## config.mk

```make
export PLATFORM = sky130hd
export DESIGN_NAME = wb_stage
export DESIGN_NICKNAME = d
export VERILOG_FILES = /design/src/rtl/wb_stage.sv
export SDC_FILE = /design/constraint.sdc
export NUM_CORES = 1
export LEC_CHECK = 0
export CAP_MARGIN = 10
export CORE_ASPECT_RATIO = 0.5
export CORE_MARGIN = 3
export CORE_UTILIZATION = 59
export DETAILED_ROUTE_END_ITERATION = 6
export DONT_BUFFER_PORTS = 1
export GPL_TIMING_DRIVEN = 0
export PLACE_DENSITY = 0.82
export RECOVER_POWER = 100
export SLEW_MARGIN = 20
export SYNTH_ARGS = -nofsm -noshare
export SYNTH_HDL_FRONTEND = slang
export SYNTH_SLANG_ARGS = --single-unit
export TNS_END_PERCENT = 30
```

## constraint.sdc

```tcl
create_clock -name clk -period 4.1 [get_ports clk]
set_input_delay 0.41 -clock clk [delete_from_list [all_inputs] [get_ports clk]]
set_output_delay 0.41 -clock clk [all_outputs]
set_load 0.02 [all_outputs]
```

## src/rtl/wb_stage.sv

```systemverilog
// Writeback stage: formats load data, buffers up to two completed instructions
// (main + skid) and drives the register-file write port. Optional macro: WB_RETIRE_CNT_EN.
module wb_stage #(
    parameter int BUS_DATA_WIDTH = 64
) (
    input  logic                      clk,
    input  logic                      reset,
    input  logic                      in_valid,
    output logic                      in_ready,
    input  logic [4:0]                in_rd,
    input  logic                      in_rd_we,
    input  logic                      in_is_load,
    input  logic [1:0]                in_load_size,
    input  logic                      in_load_unsigned,
    input  logic [2:0]                in_addr_lo,
    input  logic [BUS_DATA_WIDTH-1:0] in_alu_result,
    input  logic [BUS_DATA_WIDTH-1:0] in_mem_rdata,
    input  logic                      wb_stall,
    output logic                      wr_en,
    output logic [4:0]                stage5_rd,
    output logic [BUS_DATA_WIDTH-1:0] stage5_result,
    output logic                      retire,
    output logic                      misalign_err,
    output logic [63:0]               retire_count
);

    typedef struct packed {
        logic [4:0]                rd;
        logic                      rd_we;
        logic                      mis;
        logic [BUS_DATA_WIDTH-1:0] result;
    } entry_t;

    entry_t                    main_q, main_d, skid_q, skid_d, new_e;
    logic                      main_valid_q, main_valid_d;
    logic                      skid_valid_q, skid_valid_d;
    logic                      in_ready_q;
    logic [4:0]                last_rd_q;
    logic [BUS_DATA_WIDTH-1:0] last_res_q;
    logic [BUS_DATA_WIDTH-1:0] shifted, ld_val;
    logic                      ld_mis, accept, drain;

    // Load formatting happens at accept so the buffers hold final write data.
    always_comb begin
        shifted = in_mem_rdata >> {in_addr_lo, 3'b000};
        ld_val  = shifted;
        ld_mis  = 1'b0;
        case (in_load_size)
            2'd0: ld_val = in_load_unsigned ? {56'b0, shifted[7:0]}
                                            : {{56{shifted[7]}}, shifted[7:0]};
            2'd1: begin
                ld_val = in_load_unsigned ? {48'b0, shifted[15:0]}
                                          : {{48{shifted[15]}}, shifted[15:0]};
                ld_mis = in_addr_lo[0];
            end
            2'd2: begin
                ld_val = in_load_unsigned ? {32'b0, shifted[31:0]}
                                          : {{32{shifted[31]}}, shifted[31:0]};
                ld_mis = |in_addr_lo[1:0];
            end
            default: begin
                ld_val = shifted;
                ld_mis = |in_addr_lo;
            end
        endcase
        new_e.rd     = in_rd;
        new_e.rd_we  = in_rd_we;
        new_e.mis    = in_is_load && ld_mis;
        new_e.result = in_is_load ? ld_val : in_alu_result;
    end

    assign accept = in_valid && in_ready_q;
    assign drain  = main_valid_q && !wb_stall;

    always_comb begin
        main_d       = main_q;
        skid_d       = skid_q;
        main_valid_d = main_valid_q && !drain;
        skid_valid_d = skid_valid_q;
        if (skid_valid_q) begin
            if (drain) begin
                main_d       = skid_q;
                main_valid_d = 1'b1;
                skid_valid_d = accept;
                if (accept) skid_d = new_e;
            end
        end else if (accept) begin
            if (!main_valid_q || drain) begin
                main_d       = new_e;
                main_valid_d = 1'b1;
            end else begin
                skid_d       = new_e;
                skid_valid_d = 1'b1;
            end
        end
    end

    always_ff @(posedge clk) begin
        if (reset) begin
            main_q       <= '0;
            skid_q       <= '0;
            main_valid_q <= 1'b0;
            skid_valid_q <= 1'b0;
            in_ready_q   <= 1'b1;
            last_rd_q    <= '0;
            last_res_q   <= '0;
        end else begin
            main_q       <= main_d;
            skid_q       <= skid_d;
            main_valid_q <= main_valid_d;
            skid_valid_q <= skid_valid_d;
            in_ready_q   <= !skid_valid_d;
            if (main_valid_q) begin
                last_rd_q  <= main_q.rd;
                last_res_q <= main_q.result;
            end
        end
    end

    // Outputs are masked during reset so a buffered entry cannot write in that cycle.
    assign in_ready      = in_ready_q;
    assign retire        = drain && !reset;
    assign misalign_err  = retire && main_q.mis;
    assign wr_en         = retire && main_q.rd_we && (main_q.rd != 5'd0) && !main_q.mis;
    assign stage5_rd     = main_valid_q ? main_q.rd : last_rd_q;
    assign stage5_result = main_valid_q ? main_q.result : last_res_q;

`ifdef WB_RETIRE_CNT_EN
    logic [63:0] cnt_q;
    always_ff @(posedge clk) begin
        if (reset)       cnt_q <= '0;
        else if (retire) cnt_q <= cnt_q + 64'd1;
    end
    assign retire_count = cnt_q;
`else
    assign retire_count = '0;
`endif

endmodule
```

==> metrics.csv <==
stage,metric,value,unit
pwr,power.density,419,nW/um^2
routing,drt_pass1_iterations,5,
worst_setup_path,end_kind,output port,
finish,final_cell_mix,"nor2_1 (247), dfxtp_1 (214), clkbuf_1 (97)",
run_status,status,completed,
routing,routed_wl,43700,microns
logic_synthesis,syn-cell-area,11700,sq um
min_path,holdPathStages,2,
timing,drv_slew,0,
timing,setup_viol,0,
timing,rsz0062_at_grt,false,
min_path,hold_class,in2reg,
worst_setup_path,cp.required,3.69,ns
timing,setup_tns,0,ns
logic_synthesis,async_flop_share,0,%
worst_setup_path,arrival,2.93,ns
clock_tree,ctsResizeCount,0,
routing,wl_per_cell,24.7,microns
routing,first_iter_violations,1480,
placed_design,gp_congestion,1.06,
logic_synthesis,seq_area_frac_synth,36.5,%
clock_tree,clk_path_buf_depth,3,
worst_setup_path,crit_type,reg2out,
finish,final_area,13000,sq um
die,die_height,106,microns
timing,clock_skew,0.0220,ns
min_path,hp-start,in_rd[0],
finish,fin_cells,1766,
worst_setup_path,crit_end,wr_en,
die,row_count,35,
pwr,p_leak,5.20,nW
worst_setup_path,path_cells,"clkbuf_1, nand2b_1, nor2_1, nand3b_1, a21oi_1",
worst_setup_path,cp_slowest_cell,clkbuf_1,
logic_synthesis,ys_seq_elements,214,
worst_setup_path,reg2reg_slack,1.01,ns
grt,track_usage,38.8,%
routing,routed_via_density,6.46,
finish,insertedDiodeCount,0,
timing,worst-slew-pin-transition,1.18,ns
clock_tree,clk_pin_slew_worst_paths,0.07,ns
worst_setup_path,cp_max_fo,10,
routing,drcViolationCount,0,
pwr,peakVddDrop,0.265,mV
die,die_x,206,microns
logic_synthesis,yosysWarnings,0,
placed_design,dp_hpwl,33700,microns
placed_design,post_dp_cell_area,12300,sq um
worst_setup_path,r2r-start,skid_valid_q$_SDFF_PP0_,
clock_tree,cts_tree,built,
die,die_area,21700,sq um
timing,period_share,81.4,%
clock_tree,cts_setup_buffers,0,
clock_tree,cts_max_level,1,
grt,grt_pass1_wl,65100,microns
placed_design,placed_cells,1733,
clock_tree,cts_hold_buf,0,
timing,timing.fmax,0.300,GHz
logic_synthesis,synth-edff-count,0,
timing,max-slew-margin-rel,21.5,%
grt,grt_max_degree,18,
die,initial_utilization,61.9,%
timing,min_period,3.34,ns
worst_setup_path,cp_slowest_stage_delay,0.68,ns
clock_tree,insertion_delay,0.52,ns
routing,ant_nets,0,
clock_tree,cts-root-buf,clkbuf_16,
worst_setup_path,startpoint,main_valid_q$_SDFF_PP0_,
worst_setup_path,rr_endpoint,main_q[64]$_SDFFE_PP0P_,
finish,drive_above_1_share,10.2,%
placed_design,port_buffers,0,
die,core,19000,sq um
grt,grt_overflow_total,0,
logic_synthesis,synth_cell_types,45,
logic_synthesis,syn_inst,1411,
grt,antenna_found_initial,2,
worst_setup_path,start_kind,flip-flop,
flow_run,cap_violations,0,
grt,grt_pass1_vias,11200,
logic_synthesis,syn_area_per_cell,8.32,sq um
clock_tree,numCtsBuffers,19,
clock_tree,numClockSinks,214,
finish,syn2layout_area_growth,10.5,%
logic_synthesis,ys.flop_type,dfxtp_1,
finish,layout.nets,1640,
die,pin_count,282,
worst_setup_path,r2r_cells,8,
finish,final_common_cell,nor2_1,
routing,vias,11400,
timing,finalHoldViolCount,0,
==> layer usage <==
metal | up-vias | global-route usage [%] | routed length (microns)
li1 | 5000 | - | -
met1 | 5496 | 51.1 | 17500
met2 | 788 | 61.2 | 19100
met3 | 118 | 11.3 | 5520
met4 | 4 | 12.7 | 1440
met5 | - | 1.90 | 68
==> cell type report <==
type	instances	area [sq um]
Clock inverter	9	130
Buffer	189	1010
Tap cell	259	324
Multi-Input combinational cell	1066	6660
Sequential cell	214	4280
Clock buffer	24	544
Inverter	5	20.0
Fill cell	1544	5990
==> metrics by stage <==
stage / power (mW) / util, % / setup slack [ns] / hold WS, ns
final: 5.44 / 68.4 / 0.764 / 0.0333
after global routing: 5.60 / 68.4 / 0.744 / 0.0377
after CTS: 5.40 / 68.4 / 0.905 / 0.0351
after detailed placement: 3.49 / 64.9 / 1.28 / 0.443
after global placement: 3.45 / 64.9 / 1.29 / 0.434
after floorplan: 3.20 / - / 1.94 / 0.425
==> sequential cells by signal, indices dropped and copies added, names as in the netlist <==
signal	count
main_q	71
skid_q	71
last_res_q	64
last_rd_q	5
in_ready	1
main_valid_q	1
skid_valid_q	1
==> worst min path at each step <==
| stage | endpoint | slack (ns) |
|---|---|---|
| after floorplan | skid_q[56]$_SDFFE_PP0P_ | 0.42 |
| after global placement | skid_q[61]$_SDFFE_PP0P_ | 0.43 |
| after detailed placement | skid_q[58]$_SDFFE_PP0P_ | 0.44 |
| after CTS | skid_q[66]$_SDFFE_PP0P_ | 0.04 |
| after global routing | skid_q[65]$_SDFFE_PP0P_ | 0.04 |
| final | skid_q[66]$_SDFFE_PP0P_ | 0.03 |
==> kinds of logic (layout without fill, tap and decap cells) <==
kind of cell,count (synthesis),after routing,synth area share [%]
and+or+nand+nor,547,547,21.3
AOI/OAI and AO/OA,286,286,15.7
DFF,214,214,36.5
buffers and inverters,194,227,8.79
muxes,168,168,17.6
other,1,64,0.0319
xor gates and xnor gates,1,1,0.0746
==> cells in the mapped netlist, types with 28 or more instances <==
cell type	instances	share of area [%]
nor3_1	72	3.1
nor2_1	247	7.9
dfxtp_1	214	36
o21ai_0	76	3.2
nand2_1	80	2.6
clkbuf_1	93	3.0
mux2_2	75	7.2
nor2b_1	73	3.9
buf_4	67	4.3
a211oi_1	28	1.8
mux2i_1	70	6.0
a21oi_1	71	3.0
==> report_power, final <==
group / leakage [nW] / internal, mW / switching, mW
Sequential: 1.75 / 2.22 / 0.0765
Clock: 0.333 / 1.14 / 0.819
Combinational: 3.12 / 0.398 / 0.787
==> critical path, delay by kind of cell, from the launching register on <==
family                 cells  cell delay (ns)
AND/OR/NAND/NOR            3             0.94
buffers and inverters      1             0.68
AO/OA/AOI/OAI              1             0.41
flip-flops                 1             0.38
Note: power is estimated with default switching activity, not from simulation.
